==> src/rtl/dxi_window_gen_if.sv <==
// -----------------------------------------------------------------------------
// dxi_window_gen_if
//   Handshake bundle for the 3x3 window generator: an upstream pixel stream
//   (valid/ready/8-bit data) and a downstream window stream (valid/ready/72-bit).
//
//   Signals
//     i_dxi_valid      upstream pixel valid
//     i_dxi_data       upstream pixel, raster order
//     o_dxi_ready      generator ready to accept a pixel
//     o_dxi_out_valid  window valid toward the filter
//     o_dxi_out_data   3x3 window, index k at [k*8 +: 8], row-major
//     i_dxi_out_ready  filter ready
//
//   Modports
//     slave   generator side (consumes pixels, produces windows)
//     master  environment side (produces pixels, consumes windows)
// -----------------------------------------------------------------------------
interface dxi_window_gen_if;
   logic        i_dxi_valid;
   logic [7:0]  i_dxi_data;
   logic        o_dxi_ready;
   logic        o_dxi_out_valid;
   logic [71:0] o_dxi_out_data;
   logic        i_dxi_out_ready;

   modport slave (
      input  i_dxi_valid,
      input  i_dxi_data,
      input  i_dxi_out_ready,
      output o_dxi_ready,
      output o_dxi_out_valid,
      output o_dxi_out_data
   );

   modport master (
      output i_dxi_valid,
      output i_dxi_data,
      output i_dxi_out_ready,
      input  o_dxi_ready,
      input  o_dxi_out_valid,
      input  o_dxi_out_data
   );
endinterface

==> src/rtl/dxi_window_gen.sv <==
// -----------------------------------------------------------------------------
// dxi_window_gen
//   Builds a sliding 3x3 pixel window from a raster-order pixel stream using two
//   line buffers (rows r-2 and r-1) and a 3x3 shift register. A window is
//   emitted for every pixel at row >= 2 and column >= 2, so a frame yields
//   (IMG_W-2)*(IMG_H-2) windows with no border padding. Output is registered
//   (one cycle after the bottom-right pixel is accepted) and back-pressure is
//   passed straight through to the pixel input.
//
//   Parameters
//     IMG_W  image width in pixels (3..1024)
//     IMG_H  image height in lines (3..1024)
//
//   Ports
//     i_clk         clock, rising edge
//     i_rst         asynchronous active-high reset
//     i_flush       synchronous frame restart (beats a coincident pixel)
//     dxi           pixel in / window out handshake bundle (slave modport)
//     o_frame_done  one-cycle pulse after the last pixel of a frame
// -----------------------------------------------------------------------------
module dxi_window_gen #(
   parameter int IMG_W = 8,
   parameter int IMG_H = 8
) (
   input  logic                i_clk,
   input  logic                i_rst,
   input  logic                i_flush,
   dxi_window_gen_if.slave     dxi,
   output logic                o_frame_done
);

   localparam int CW = $clog2(IMG_W);
   localparam int RW = $clog2(IMG_H);
   localparam logic [CW-1:0] COL_LAST = CW'(IMG_W - 1);
   localparam logic [RW-1:0] ROW_LAST = RW'(IMG_H - 1);

   typedef enum logic {
      S_FILL = 1'b0,
      S_RUN  = 1'b1
   } state_t;

   state_t          state;
   logic [CW-1:0]   col;
   logic [RW-1:0]   row;

   logic [7:0]      top_buf [IMG_W];
   logic [7:0]      mid_buf [IMG_W];
   logic [7:0]      win_p0  [9];
   logic [7:0]      win_nxt [9];
   logic [71:0]     win_flat;

   logic            out_vld_p1;
   logic [71:0]     out_data_p1;
   logic            frame_done_p1;

   logic            ready;
   logic            acc;
   logic            col_end;
   logic            last_pix;
   logic            emit;

   // A stalled window blocks the input, so the window register never moves
   // underneath a held output.
   assign ready    = !out_vld_p1 || dxi.i_dxi_out_ready;
   assign acc      = dxi.i_dxi_valid && ready && !i_flush;
   assign col_end  = (col == COL_LAST);
   assign last_pix = col_end && (row == ROW_LAST);
   assign emit     = acc && (state == S_RUN) && (col >= CW'(2));

   // Stage 0: shift window left, fill the right column from the line buffers
   always_comb begin
      for (int k = 0; k < 9; k++) begin
         win_nxt[k] = win_p0[k];
      end
      for (int r = 0; r < 3; r++) begin
         win_nxt[r*3]     = win_p0[r*3 + 1];
         win_nxt[r*3 + 1] = win_p0[r*3 + 2];
      end
      win_nxt[2] = top_buf[col];
      win_nxt[5] = mid_buf[col];
      win_nxt[8] = dxi.i_dxi_data;
      win_flat = '0;
      for (int k = 0; k < 9; k++) begin
         win_flat[k*8 +: 8] = win_nxt[k];
      end
   end

   // Line buffers and window taps carry only data; stale contents are never
   // emitted because rows 0 and 1 of each frame rewrite them before use.
   always_ff @(posedge i_clk) begin
      if (acc) begin
         top_buf[col] <= mid_buf[col];
         mid_buf[col] <= dxi.i_dxi_data;
         win_p0       <= win_nxt;
      end
   end

   // Stage 1: counters, FSM and registered window output
   always_ff @(posedge i_clk or posedge i_rst) begin
      if (i_rst) begin
         state         <= S_FILL;
         col           <= '0;
         row           <= '0;
         out_vld_p1    <= 1'b0;
         out_data_p1   <= '0;
         frame_done_p1 <= 1'b0;
      end else if (i_flush) begin
         state         <= S_FILL;
         col           <= '0;
         row           <= '0;
         out_vld_p1    <= 1'b0;
         frame_done_p1 <= 1'b0;
      end else begin
         frame_done_p1 <= acc && last_pix;

         if (acc) begin
            if (col_end) begin
               col <= '0;
               row <= (row == ROW_LAST) ? '0 : row + RW'(1);
            end else begin
               col <= col + CW'(1);
            end

            unique case (state)
               S_FILL: if (col_end && (row == RW'(1))) state <= S_RUN;
               S_RUN:  if (last_pix) state <= S_FILL;
               default: state <= S_FILL;
            endcase
         end

         // A new window overwrites the one being handed off in the same cycle.
         if (emit) begin
            out_vld_p1  <= 1'b1;
            out_data_p1 <= win_flat;
         end else if (dxi.i_dxi_out_ready) begin
            out_vld_p1  <= 1'b0;
         end
      end
   end

   assign dxi.o_dxi_ready     = ready;
   assign dxi.o_dxi_out_valid = out_vld_p1;
   assign dxi.o_dxi_out_data  = out_data_p1;
   assign o_frame_done        = frame_done_p1;

endmodule

==> src/flat_wrapper.sv <==
// flat-port wrapper written by rule: the top's interface ports become plain ports
module dxi_window_gen_flat 
#(
   parameter int IMG_W = 8,
   parameter int IMG_H = 8
)
  (i_clk, i_rst, i_flush, o_frame_done, dxi_i_dxi_valid, dxi_i_dxi_data, dxi_i_dxi_out_ready, dxi_o_dxi_ready, dxi_o_dxi_out_valid, dxi_o_dxi_out_data);
  dxi_window_gen_if dxi_i ();
  input  logic i_clk;
  input  logic i_rst;
  input  logic i_flush;
  output logic o_frame_done;
  input wire logic [$bits(dxi_i.i_dxi_valid)-1:0] dxi_i_dxi_valid;
  input wire logic [$bits(dxi_i.i_dxi_data)-1:0] dxi_i_dxi_data;
  input wire logic [$bits(dxi_i.i_dxi_out_ready)-1:0] dxi_i_dxi_out_ready;
  output wire logic [$bits(dxi_i.o_dxi_ready)-1:0] dxi_o_dxi_ready;
  output wire logic [$bits(dxi_i.o_dxi_out_valid)-1:0] dxi_o_dxi_out_valid;
  output wire logic [$bits(dxi_i.o_dxi_out_data)-1:0] dxi_o_dxi_out_data;
  assign dxi_i.i_dxi_valid = dxi_i_dxi_valid;
  assign dxi_i.i_dxi_data = dxi_i_dxi_data;
  assign dxi_i.i_dxi_out_ready = dxi_i_dxi_out_ready;
  assign dxi_o_dxi_ready = dxi_i.o_dxi_ready;
  assign dxi_o_dxi_out_valid = dxi_i.o_dxi_out_valid;
  assign dxi_o_dxi_out_data = dxi_i.o_dxi_out_data;
  dxi_window_gen #(.IMG_W(IMG_W), .IMG_H(IMG_H)) u_core (.i_clk(i_clk), .i_rst(i_rst), .i_flush(i_flush), .dxi(dxi_i), .o_frame_done(o_frame_done));
endmodule
==> config.mk <==
export PLATFORM = sky130hd
export DESIGN_NAME = dxi_window_gen_flat
export DESIGN_NICKNAME = d
export VERILOG_FILES = /design/src/rtl/dxi_window_gen_if.sv /design/src/rtl/dxi_window_gen.sv /design/src/flat_wrapper.sv
export SDC_FILE = /design/constraint.sdc
export NUM_CORES = 1
export LEC_CHECK = 0
export CAP_MARGIN = 25
export CORE_ASPECT_RATIO = 1.5
export CORE_MARGIN = 2
export CORE_UTILIZATION = 59
export CTS_BUF_LIST = sky130_fd_sc_hd__clkbuf_8
export CTS_CLUSTER_DIAMETER = 200
export DETAILED_ROUTE_END_ITERATION = 8
export PLACE_DENSITY = 0.83
export SLEW_MARGIN = 20
export SYNTH_ARGS = -nofsm -noshare
export SYNTH_HDL_FRONTEND = slang
export SYNTH_SLANG_ARGS = --single-unit
==> constraint.sdc <==
create_clock -name i_clk -period 9.05 [get_ports i_clk]
set_clock_uncertainty 0.2 [all_clocks]
set_input_delay 1.81 -clock i_clk [delete_from_list [all_inputs] [get_ports i_clk]]
set_output_delay 1.81 -clock i_clk [all_outputs]
set_load 0.03 [all_outputs]
==> results.md, run 1 <==
* DP Area at approximately 0.011 mm^2
* CTS Root Cell: clkbuf_8
* Routed len/inst at 22.1 um
* Net count, final at roughly 680
* Power density over the cells at ~200 mW/mm^2
* RSZ-0062 raised after global routing: false
* Cells after DPL at around 800
* Sw Pwr at 516 uW
* Starting Density at 60.3%
* Port Buf Inserts at 87
* Vias at roughly 5400
* Hold-critical path depth at 0
* Hold_sp: u_core.win_flat[14]
* Num CTS Buffers at 37
* Design area at around 0.012 mm^2
* Worst-path clk slew at around 0.06 ns
* Total gr overflow at 0
* Share of post-route cells with drive strength above 1 at between 10% and 20%
* Sequential fraction of the synthesis area at 74.6%
* Largest net degree at the start of global routing at a little over 80
* Max Transition Viols Final at 0
* Yosys reg bits at 257
* Cts repair resizes at 0
* Hold EP: u_core.win_flat[6]
* Critical path class: input port to output pin
* Final min period at about 5.6 ns
* P_int at 1.81 mW
* Ys Warns at 0
* DR pass1 iterations at 7
* Worst Hold Slack at about 0.24 ns
* Fin crit share at ~62%
* Final Hold Viols at 0
* Reg2reg path depth at 7
* Post-route ant nets at 0
* H-tree depth at 2
* Power share of the combinational group at 5.8%
* Crit path cell chain: clkdlybuf4s50_1 -> nor2b_1 -> buf_4 -> inv_1 -> clkdlybuf4s50_1
* Slowest cell delay on critical path at 0.76 ns
* Critical Path RT at 7.04 ns
* Hold buffers post-CTS at 0
* FF-to-FF Start: u_core.col[0]
* Seq pwr share at roughly 56%
* Vias in the first global route at around 5700
* Worst path most repeated cell: clkdlybuf4s50_1
* Initial DRC count at ~360
* Power share of the clock group at a little under two fifths
* Rel. slew slack at between 20% and 30%
* CTS max path bufs at 3
* Crit path max-delay family: buffers and inverters
* Least-Margin Pin Slew at ~1.1 ns
* Std-Cell Rows at 57
* Non-Filler Instances at a little under 900
* Syn Area/Cell at between 15 and 20 um^2
* Die Span Y at around 160 um
* Final WL at 19.8 mm
* VDD IR max at 0.000134 V
* Mapped cell area at between 0.009 and 0.01 mm^2
* MaxCap Viol Count at 0
* Die Footprint at ~0.018 mm^2
* Critical Path Sink Type: output pin
* Core footprint at roughly 0.016 mm^2
* Post-DP HPWL at between 10 and 15 mm
* Final Setup Violations at 0
* Tot Pwr at 2.33 mW
* Lkg Pwr at about 4.5 nW
* Initial antenna violation count at 0
* Final GP Congestion at ~0.80
* Peak Freq at ~180 MHz
* Largest fanout on the critical path at 26
* Area grow syn2layout at 19.0%
* I/O Pins at 88
* Mapped Cells at 550
* Post-CTS Setup Repair Bufs at 0
* CP max-delay cell: clkdlybuf4s50_1
* Buf+Inv Stages, Crit Path at 4
* Clock latency on the worst-skew pair at ~0.51 ns
* DIE WIDTH at ~110 um
* CTS Sinks at between 200 and 300
* TNS Setup at 0 ns
* Sw Ratio at ~22%
* Syn_nets at approximately 570
* Core Util, Final at between 70% and 80%
* Worst hold path type: register to register
* Ant. Diodes at 0
* All-Layer GR Usage at 23.1%
* Most common cell after layout, fill and taps aside: edfxtp_1
* CP arrival at 3.59 ns
* Cell variety after synth at 33
* RR Endpoint: u_core.dxi.o_dxi_out_data[60]
* CTS tree: done
* Commonest non-fill, non-tap cells in the layout: edfxtp_1, clkdlybuf4s50_1, dfrtp_1, mux2_1, clkbuf_8
* Status: completed
* Via density at ~6
* R2R Setup Slk at 5.64 ns
* Critical path launch point type: input port
* Final setup margin at approximately 3.4 ns
* DRC at 0
* Setup slack at placement at 3.45 ns
* First-pass GRT wire length at a little over 30 mm
per-layer routing:
metal | up-vias | global-route usage (%) | routed length (um)
li1 | 2377 | - | -
met1 | 2739 | 28.4 | 7380
met2 | 211 | 40.5 | 10700
met3 | 44 | 3.53 | 1110
met4 | 0 | 9.78 | 549
met5 | - | 0 | 0
state kept, by name (all words and copies together) (netlist names):
signal and cells:
u_core.col 3, u_core.dxi.o_dxi_out_valid 1, u_core.top_buf 64, u_core.row 3, u_core.dxi.o_dxi_out_data 72, u_core.mid_buf 64
u_core.state 1, u_core.win_flat 48, u_core.o_frame_done 1
area by class of cell:
type                            instances  area, um^2
Inverter                                7        30.0
Timing Repair Buffer                  103        1010
Clock buffer                           44         606
Sequential cell                       257        7310
Clock inverter                         24         130
Fill cell                             983        4590
Multi-Input combinational cell        251        2320
Tap cell                              206         258
power by group through the flow:
stage	Sequential [mW]	Clock, mW	Combinational (mW)
global placement	1.33	0	0.129
detailed placement	1.33	0	0.134
floorplan	1.34	0	0.0743
CTS	1.31	0.903	0.134
finish	1.31	0.887	0.136
global route	1.31	0.958	0.145
Yosys cell counts:
cell type  instances  area share [%]
edfxtp_1         176              54
dfrtp_1           81              21
mux2_1            79             9.1
mux2i_1           32             3.3
nor2_1            23            0.88
o41ai_1           17             1.5
a22o_1            16             1.4
o22ai_1           16             1.0
clkbuf_1          15            0.57
buf_2             13            0.66
o31ai_1           10            0.77
mux2_2             9             1.0
o31ai_2            9             1.1
a21oi_1            7            0.36
buf_6              7            0.80
ha_1               6            0.77
inv_1              5            0.19
nand4_1            5            0.32
nor4_1             5            0.32
nand2_1            2           0.077
nand2b_1           2            0.13
nor2b_1            2            0.13
o21ai_0            2            0.10
or4_1              2            0.15
a311oi_1           1           0.089
inv_2              1           0.038
inv_4              1           0.064
nand3_1            1           0.051
nor3_1             1           0.051
nor3b_1            1           0.077
nor4b_1            1           0.089
o21ai_1            1           0.051
o31ai_4            1            0.22
logic make-up (layout without fill, tap and decap cells):
| kind of cell | count (synthesis) | count (layout) | synth area share [%] |
|---|---|---|---|
| buffers and inverters | 42 | 178 | 2.33 |
| AO/OA/AOI/OAI | 80 | 80 | 6.70 |
| flip-flops | 257 | 257 | 74.6 |
| multiplexers | 120 | 120 | 13.4 |
| AND/OR/NAND/NOR | 45 | 45 | 2.27 |
| adder cells (fa/ha/maj) | 6 | 6 | 0.765 |
worst max-delay path by stage:
stage | from | end | slack, ns | cells after the start
after detailed placement | dxi_i_dxi_out_ready | dxi_o_dxi_ready | 3.45 | 5
after CTS | dxi_i_dxi_out_ready | dxi_o_dxi_ready | 3.45 | 5
after global placement | dxi_i_dxi_out_ready | dxi_o_dxi_ready | 3.48 | 5
final | dxi_i_dxi_out_ready | dxi_o_dxi_ready | 3.45 | 5
after global routing | dxi_i_dxi_out_ready | dxi_o_dxi_ready | 3.42 | 5
after floorplan | dxi_i_dxi_out_ready | u_core.win_flat[0] | 4.21 | 5
Power figures use the tool's default switching activity.
==> inputs of run 2 (changes only) <==
--- a/config.mk
+++ b/config.mk
@@ -8,11 +8,11 @@
 export CAP_MARGIN = 25
 export CORE_ASPECT_RATIO = 1.5
 export CORE_MARGIN = 2
-export CORE_UTILIZATION = 59
+export CORE_UTILIZATION = 54
 export CTS_BUF_LIST = sky130_fd_sc_hd__clkbuf_8
 export CTS_CLUSTER_DIAMETER = 200
 export DETAILED_ROUTE_END_ITERATION = 8
-export PLACE_DENSITY = 0.83
+export PLACE_DENSITY = 0.8
 export SLEW_MARGIN = 20
 export SYNTH_ARGS = -nofsm -noshare
 export SYNTH_HDL_FRONTEND = slang
==> constraint.sdc (replaced) <==
create_clock -name i_clk -period 4.7 [get_ports i_clk]
set_clock_uncertainty 0.2 [all_clocks]
set_input_delay 0.94 -clock i_clk [delete_from_list [all_inputs] [get_ports i_clk]]
set_output_delay 0.94 -clock i_clk [all_outputs]
set_load 0.03 [all_outputs]
==> results.md, run 2 (synthesis results as in run 1) <==
* DRC at 0 (unchanged)
* CP arrival at 2.47 ns (-1.12 ns)
* Post-DP HPWL at 12.4 mm (+3.8%)
* TNS Setup at 0 ns (unchanged)
* Sw Pwr at 959 uW (+86%)
* Hold buffers post-CTS at 0 (unchanged)
* CTS max path bufs at 3 (unchanged)
* Final GP Congestion at 0.828 (+3.5%)
* Max Transition Viols Final at 0 (unchanged)
* Hold-critical path depth at 0 (unchanged)
* Worst path most repeated cell: clkdlybuf4s50_1
* Design area at 0.0116 mm^2 (-0.59%)
* Critical Path RT at 3.56 ns (-3.48 ns)
* Crit path cell chain: clkdlybuf4s50_1 -> nor2b_1 -> inv_1 -> clkdlybuf4s50_1
* Crit path launch: dxi_i_dxi_out_ready
* MaxCap Viol Count at 0 (unchanged)
* Core Util, Final at 64.9% (-6.8 points)
* DR pass1 iterations at 4 (-3)
* Num CTS Buffers at 36 (-2.7%)
* Starting Density at 54.9% (-5.4 points)
* Final WL at 19.5 mm (-1.3%)
* Hold EP: u_core.win_flat[2]
* Worst hold path type: register to register
* Power density over the cells at 369 mW/mm^2 (+85%)
* CTS tree: done
* FF-to-FF Start: u_core.col[1]
* R2R Setup Slk at 1.75 ns (-3.89 ns)
* Initial DRC count at 415 (+16%)
* First-pass GRT wire length at 30.5 mm (-0.67%)
* Total gr overflow at 0 (unchanged)
* Slowest cell delay on critical path at 0.74 ns (-0.02 ns)
* RR Endpoint: u_core.dxi.o_dxi_out_data[22]
* Post-route ant nets at 0 (unchanged)
* Power share of the combinational group at 6.1% (+0.3 points)
* Worst-path clk slew at 0.06 ns (about the same)
* Die Span Y at 169 um (+4.4%)
* CTS Root Cell: clkbuf_8
* Ant. Diodes at 0 (unchanged)
* Area grow syn2layout at 18.3%
* Sw Ratio at 22.4% (+0.26 points)
* Post-CTS Setup Repair Bufs at 0 (unchanged)
* Buf+Inv Stages, Crit Path at 3 (-1)
* Vias in the first global route at 5773 (+2.1%)
* Final Setup Violations at 0 (unchanged)
* Critical path launch point type: input port
* Hold_sp: u_core.win_flat[10]
* P_int at 3.32 mW (+83%)
* Clock latency on the worst-skew pair at 0.51 ns (about the same)
* All-Layer GR Usage at 20.6% (-2.5 points)
* Peak Freq at between 200 and 300 MHz
* Crit path max-delay family: buffers and inverters
* Routed len/inst at 21.5 um (-2.7%)
* Cts repair resizes at 0 (unchanged)
* DIE WIDTH at 114 um (+4.4%)
* Tot Pwr at 4.28 mW (+84%)
* RSZ-0062 raised after global routing: false
* Fin crit share at approximately 77%
* DP Area at 0.0110 mm^2 (+0.56%)
* Status: completed
* H-tree depth at 2 (unchanged)
* Least-Margin Pin Slew at 1.05 ns (-0.00913 ns)
* Initial antenna violation count at 0 (unchanged)
* Final Hold Viols at 0 (unchanged)
* Power share of the clock group at 35.0% (-3.1 points)
* Max reg flops at 72 (unchanged)
* VDD IR max at 0.000240 V (+79%)
* Reg2reg path depth at 4 (-3)
* Critical Path Sink Type: output pin
* Final min period at between 3 and 4 ns
* Vias at 5265 (-2.0%)
* Largest net degree at the start of global routing at 71 (-13%)
* Net count, final at 679 (+0.44%)
* Critical path class: input port to output pin
* Lkg Pwr at 4.45 nW (-0.23%)
* Seq pwr share at 58.9% (+2.8 points)
* Die Footprint at 0.0193 mm^2 (+9.0%)
* CP max-delay cell: clkdlybuf4s50_1
* Most common cell after layout, fill and taps aside: edfxtp_1
* Std-Cell Rows at 60 (+5.3%)
* Share of post-route cells with drive strength above 1 at 13.4% (-1.4 points)
* Largest fanout on the critical path at 11 (-58%)
* I/O Pins at 88 (unchanged)
* Commonest non-fill, non-tap cells in the layout: edfxtp_1, clkdlybuf4s50_1, dfrtp_1, mux2_1, clkbuf_8
* Core footprint at 0.0179 mm^2 (+9.9%)
* Rel. slew slack at 30.1% (+0.68 points)
* Via density at 5.82 (-3.4%)
* Port Buf Inserts at 87 (unchanged)
* CTS Sinks at 257 (unchanged)
-- run 2: layer usage --
metal	GRT usage [%]	share of wire [%]	vias up
li1	-	-	2372
met1	23.0	36	2691
met2	38.8	57	167
met3	3.04	4.8	35
met4	8.59	2.3	0
met5	0	0	-
-- run 2: layout make-up --
cell class	instances	area (um^2)
Clock buffer	37	509
Clock inverter	29	120
Fill cell	1225	6270
Inverter	7	30.0
Multi-Input combinational cell	251	2310
Sequential cell	257	7310
Tap cell	217	272
Timing Repair Buffer	107	1050
-- run 2: per-stage QoR --
stage	setup WS, ns	std cells	hold WS [ns]
global route	1.05	905	0.258
global placement	1.07	838	0.227
floorplan	0.729	550	0.222
finish	1.09	905	0.247
CTS	1.11	905	0.247
detailed placement	0.966	839	0.230
-- run 2: worst max-delay path by stage --
stage	end	depth (start not counted)
2_1_floorplan	u_core.win_flat[0]	5
3_3_place_gp	u_core.dxi.o_dxi_out_data[48]	5
3_5_place_dp	u_core.dxi.o_dxi_out_data[34]	5
4_1_cts	dxi_o_dxi_ready	4
5_1_grt	dxi_o_dxi_ready	4
6_report	dxi_o_dxi_ready	4
-- run 2: worst register-to-register path, delay by kind of cell, from the launching register on --
| family | cells | cell delay, ns |
|---|---|---|
| fa+ha+maj | 1 | 0.29 |
| simple gates | 1 | 0.83 |
| flops | 1 | 0.52 |
| compound gates | 2 | 0.96 |
-- run 2: power by group through the flow --
stage	clock [mW]	combinational, mW	sequential [mW]
2_1_floorplan	0	0.143	2.57
5_1_grt	1.62	0.280	2.52
4_1_cts	1.54	0.262	2.52
6_report	1.50	0.261	2.52
3_5_place_dp	0	0.261	2.56
3_3_place_gp	0	0.248	2.56
